## src/rtl/alu_cmd_queue.sv

```systemverilog
// Issue queue feeding a combinational ALU: commands are buffered in a FIFO,
// the head is driven to the ALU, and its output is captured in a result register.
module alu_cmd_queue #(
  parameter int w     = 8,
  parameter int DEPTH = 4
) (
  input  logic                   clk,
  input  logic                   rst,
  input  logic                   in_valid,
  output logic                   in_ready,
  input  logic [w-1:0]           in_a,
  input  logic [w-1:0]           in_b,
  input  logic [1:0]             in_opcode,
  output logic [w-1:0]           alu_a,
  output logic [w-1:0]           alu_b,
  output logic [1:0]             alu_opcode,
  input  logic [w-1:0]           alu_out,
  output logic                   out_valid,
  input  logic                   out_ready,
  output logic [w-1:0]           out_result,
  output logic [1:0]             out_opcode,
  output logic [$clog2(DEPTH):0] count
);

  localparam int PW = $clog2(DEPTH);
  localparam int CW = PW + 1;
  localparam logic [CW-1:0] FULL = CW'(DEPTH);

  logic [w-1:0]  mem_a_q  [DEPTH];
  logic [w-1:0]  mem_b_q  [DEPTH];
  logic [1:0]    mem_op_q [DEPTH];

  logic [PW-1:0] wr_ptr_q, wr_ptr_d;
  logic [PW-1:0] rd_ptr_q, rd_ptr_d;
  logic [CW-1:0] count_q, count_d;
  logic          out_valid_q, out_valid_d;
  logic [w-1:0]  out_result_q, out_result_d;
  logic [1:0]    out_opcode_q, out_opcode_d;

  logic not_empty, free, push, pop;

  assign not_empty = (count_q != '0);
  assign in_ready  = (count_q != FULL);
  assign free      = !out_valid_q || out_ready;
  assign push      = in_valid && in_ready;
  assign pop       = not_empty && free;

  assign alu_a      = not_empty ? mem_a_q[rd_ptr_q]  : '0;
  assign alu_b      = not_empty ? mem_b_q[rd_ptr_q]  : '0;
  assign alu_opcode = not_empty ? mem_op_q[rd_ptr_q] : '0;

  assign out_valid  = out_valid_q;
  assign out_result = out_result_q;
  assign out_opcode = out_opcode_q;
  assign count      = count_q;

  always_comb begin
    wr_ptr_d     = wr_ptr_q;
    rd_ptr_d     = rd_ptr_q;
    count_d      = count_q;
    out_valid_d  = out_valid_q;
    out_result_d = out_result_q;
    out_opcode_d = out_opcode_q;
    if (push) wr_ptr_d = wr_ptr_q + 1'b1;
    if (pop) begin
      rd_ptr_d     = rd_ptr_q + 1'b1;
      out_result_d = alu_out;
      out_opcode_d = alu_opcode;
      out_valid_d  = 1'b1;
    end else if (out_valid_q && out_ready) begin
      out_valid_d  = 1'b0;
    end
    case ({push, pop})
      2'b10:   count_d = count_q + 1'b1;
      2'b01:   count_d = count_q - 1'b1;
      default: count_d = count_q;
    endcase
  end

  // Storage is not reset; entries are only observed while count says they are live.
  always_ff @(posedge clk) begin
    if (push) begin
      mem_a_q[wr_ptr_q]  <= in_a;
      mem_b_q[wr_ptr_q]  <= in_b;
      mem_op_q[wr_ptr_q] <= in_opcode;
    end
  end

  always_ff @(posedge clk) begin
    if (rst) begin
      wr_ptr_q     <= '0;
      rd_ptr_q     <= '0;
      count_q      <= '0;
      out_valid_q  <= 1'b0;
      out_result_q <= '0;
      out_opcode_q <= '0;
    end else begin
      wr_ptr_q     <= wr_ptr_d;
      rd_ptr_q     <= rd_ptr_d;
      count_q      <= count_d;
      out_valid_q  <= out_valid_d;
      out_result_q <= out_result_d;
      out_opcode_q <= out_opcode_d;
    end
  end

endmodule

```

## config.mk

```make
export PLATFORM = sky130hd
export DESIGN_NAME = alu_cmd_queue
export DESIGN_NICKNAME = d
export VERILOG_FILES = /design/src/rtl/alu_cmd_queue.sv
export SDC_FILE = /design/constraint.sdc
export NUM_CORES = 1
export LEC_CHECK = 0
export BUFFER_PORTS_ARGS = -buffer_cell sky130_fd_sc_hd__buf_2
export CAP_MARGIN = 20
export CORE_MARGIN = 5
export CORE_UTILIZATION = 40
export DETAILED_ROUTE_END_ITERATION = 8
export MAX_ROUTING_LAYER = met4
export PLACE_DENSITY_LB_ADDON = 0.1
export SLEW_MARGIN = 20
export SYNTH_ARGS = -nofsm -noshare
export SYNTH_HDL_FRONTEND = slang
export SYNTH_SLANG_ARGS = --single-unit
export TNS_END_PERCENT = 30
```

## constraint.sdc

```tcl
create_clock -name clk -period 6.29 [get_ports clk]
set_input_delay 0 -clock clk [delete_from_list [all_inputs] [get_ports clk]]
set_output_delay 0 -clock clk [all_outputs]
set_load 0.01 [all_outputs]
```

==> qor.txt <==
=========================================================================================
Result of the run                                                            finished, final reports clean
Synthesis warning total                                                                 0
Launching point of the worst reg2reg path                                    count[2]$_SDFFE_PP0P_
Worst min path class                                                            in -> reg
Fraction of final layout cells sized beyond drive strength 1                       31.83%
Number of enable-type register cells in the synthesized netlist                        72
Height of the die                                                                105.3 µm
1st-iter DRT viols                                                                     83
Type of origin of the critical path                                                  flop
Global-route wire length before repair                                           10.86 mm
Arrival @ worst endpoint                                                          2.59 ns
Number of cells in the finished layout apart from fillers                             419
Global-route met3 utilization                                                      3.545%
Number of nets in the layout                                                          342
Overall die area                                                                11090 µm²
Worst ir drop on vdd                                                            0.1320 mV
Time the worst path needs with I/O delays and setup                              2.296 ns
Setup Buffers After CTS                                                                 0
Total Neg Setup Slack                                                                0 ns
Switching Share                                                                    30.06%
Fin util                                                                           51.49%
Worst setup slack for register-to-register paths                                  3.99 ns
Remaining DRCs                                                                          0
Clk_lat worst skew                                                                0.36 ns
Cells on worst reg2reg path                                                             8
Share of the yosys chip area belonging to registers                                70.52%
Total congestion overflow                                                               0
Maximum clock frequency                                                         435.6 MHz
Total CTS buffers                                                                       9
Clock tree from TritonCTS                                                             yes
Initial core utilization                                                           41.26%
DRT antenna net count                                                                   0
MaxCap Viol Count                                                                       0
Power Internal                                                                   1.334 mW
Routability Congestion                                                             0.7295
Number of global-route vias before repair                                            2168
Post-synthesis instance area                                                     3633 µm²
Met1 usage in global routing                                                       16.20%
Placed cell count                                                                     376
Core footprint                                                                   8806 µm²
Proportion of register bits with asynchronous set or reset after synthesis             0%
Unrepaired setup endpoints after global routing                                     false
Avg Cell Area, Syn                                                              16.67 µm²
GRT Max-Usage Layer                                                                  met2
Data required time of the worst path                                              6.59 ns
Proportion of power drawn by flip-flops and latches                                 41.6%
Worst clock skew                                                              0.007393 ns
Switching power                                                                 0.5735 mW
Instance count of the mapped netlist                                                  218
Average routed wire per standard cell                                            16.13 µm
Total Wirelength                                                                 6.757 mm
Prevailing post-synth register cell                                              edfxtp_1
Final count of negative-setup-slack endpoints                                           0
Clock power frac                                                                    26.5%
Clock slew at reported path FFs                                                   0.09 ns
Slew HR                                                                            34.49%
Number of H-tree branching levels                                                       3
Worst hold slack                                                               0.03059 ns
Mapped Nets                                                                           254
Hold Crit Endpoint                                                           count[0]$_SDFFE_PP0P_
# IOs                                                                                  63
Antenna fix cells                                                                       0
End of the worst register-to-register path                                   count[2]$_SDFFE_PP0P_
Leak pwr                                                                         1.674 nW
Final HPWL DP                                                                    4.148 mm
Overall die width                                                                105.3 µm
Clk sinks                                                                              92
Area Overhead vs Synth                                                             24.79%
Number of buffer cells added on primary ports                                          62
Met2 track demand over resource                                                    20.36%
Crit Path Class                                                                reg -> reg
Global-route usage over all layers                                                 13.12%
Vias                                                                                 2052
Critical path fanouts, max                                                             10
Clock root cell                                                                  clkbuf_8
Transition time of the tightest slew-check pin                                  0.9826 ns
Crit. End Element                                                                    flop
Routed via count divided by cell count                                              4.897
Initial antenna violation count                                                         0
Cell depth of the worst hold path                                                       2
Number of max-slew violations in the final report                                       0
Tcrit/Tclk final                                                                   36.50%
Hold Path Origin                                                                      rst
Post-synthesis sequential element count                                                92
Yosys cell types                                                                       29
Number of rows in the core area                                                        34
Portion of total power attributed to combinational logic                            31.9%
Pin count of the biggest net entering global routing                                   30
CTS Buffer Depth                                                                        2
Areal power density over the cells                                           420.8 nW/µm²
Endpoints failing hold                                                                  0
Iteration count of the initial detailed-routing pass                                    6
=========================================================================================
==> state kept, by name, summed over array words and instances, names as in the netlist, named ones only <==
signal	flops
count	3
wr_ptr_q	2
rd_ptr_q	2
mem_b_q	32
out_opcode	2
mem_a_q	32
out_valid	1
mem_op_q	8
out_result	8
==> cell usage in the layout (no fill, tap or decap) <==
cell type	synthesis	routed
bufinv_16	0	4
edfxtp_1	72	72
clkinv_1	0	1
inv_1	6	6
o21ai_0	12	12
and3_1	4	4
or3_1	2	2
a31o_1	1	1
a21o_1	2	2
dfxtp_1	20	20
nand2_1	1	1
inv_6	0	1
nand2b_1	1	1
fa_1	1	1
or3b_1	1	1
clkinv_2	0	1
or3_4	1	1
and2_1	18	18
nor2_1	5	5
a311oi_2	1	1
nand3_1	12	12
buf_2	3	63
xor2_1	2	2
clkbuf_8	0	9
mux4_2	18	18
ha_1	5	5
nor3_1	1	1
a21oi_1	17	17
buf_4	0	1
dlygate4sd3_1	0	27
nor2b_1	1	1
==> synth_stat cells (2+ instances only) <==
cell type / number / share of area, %
clkbuf_1: 6 / 0.62
buf_2: 3 / 0.41
or3_1: 2 / 0.34
o21ai_0: 12 / 1.7
mux4_2: 18 / 11
nand3_1: 12 / 1.7
and3_1: 4 / 0.69
inv_1: 6 / 0.62
ha_1: 5 / 1.7
buf_6: 2 / 0.62
xor2_1: 2 / 0.48
dfxtp_1: 20 / 11
nor2_1: 5 / 0.52
edfxtp_1: 72 / 60
a21oi_1: 17 / 2.3
a21o_1: 2 / 0.41
and2_1: 18 / 3.1
==> per-stage QoR <==
step	power, mW	instance area (µm²)	setup slack [ns]
final	1.908	4534	3.994
after CTS	1.938	4534	3.984
after global routing	2.022	4534	3.849
after global placement	1.415	3998	3.739
after floorplan	1.244	3633	4.080
after detailed placement	1.423	4003	4.032
==> power groups by stage <==
stage	clock network, mW	logic (mW)	registers, mW
5_1_grt	0.541	0.674	0.807
6_report	0.506	0.608	0.794
4_1_cts	0.515	0.625	0.797
3_3_place_gp	0	0.606	0.810
2_1_floorplan	0	0.439	0.805
3_5_place_dp	0	0.612	0.811
==> worst max-delay path by stage <==
stage                                     start               endpoint  slack [ns]  cells past startpoint
after floorplan           count[2]$_SDFFE_PP0P_  count[2]$_SDFFE_PP0P_        4.08                      9
after global placement    count[0]$_SDFFE_PP0P_  count[2]$_SDFFE_PP0P_        3.74                      8
after detailed placement  count[2]$_SDFFE_PP0P_  count[2]$_SDFFE_PP0P_        4.03                      8
after CTS                 count[2]$_SDFFE_PP0P_  count[2]$_SDFFE_PP0P_        3.98                      8
after global routing      count[2]$_SDFFE_PP0P_  count[2]$_SDFFE_PP0P_        3.85                      8
final                     count[2]$_SDFFE_PP0P_  count[2]$_SDFFE_PP0P_        3.99                      8
==> layer usage <==
metal / wire, µm / part of all wire [%]
met5: 0 / 0
met4: 128 / 1.9
met2: 3241 / 48
met3: 289 / 4.3
met1: 3097 / 46
==> repair_timing <==
action                    in CTS  in global routing
gates resized for setup        0                  0
hold endpoints to repair      82                  0
hold buffers                  27                  0
==> critical path: stages (launching register included) <==
cell and delay [ns]:
dfxtp_1 0.40, or3b_1 0.51, nand2_1 0.12, ha_1 0.18, inv_1 0.06, fa_1 0.37
xor2_1 0.15, or3_1 0.30, a21oi_1 0.13
==> final cells by class <==
type	instances	area (µm²)
fillers	770	4272
flip-flops and latches	92	2562
multi-input cells	106	959.7
repair buffers	91	593.1
clock inverters	7	137.6
well taps	108	135.1
clock buffers	9	123.9
inverters	6	22.52
==> cells by family (layout without fill, tap and decap cells) <==
group,count (synthesis),in the layout,synth area share (%)
AO/OA/AOI/OAI,33,33,5.062
XOR/XNOR,2,2,0.4822
adder cells (fa/ha/maj),6,6,2.273
buffers and inverters,20,113,3.064
flip-flops,92,92,70.52
multiplexers,18,18,11.16
AND/OR/NAND/NOR,47,47,7.438
(Power assumes the default switching activity.)
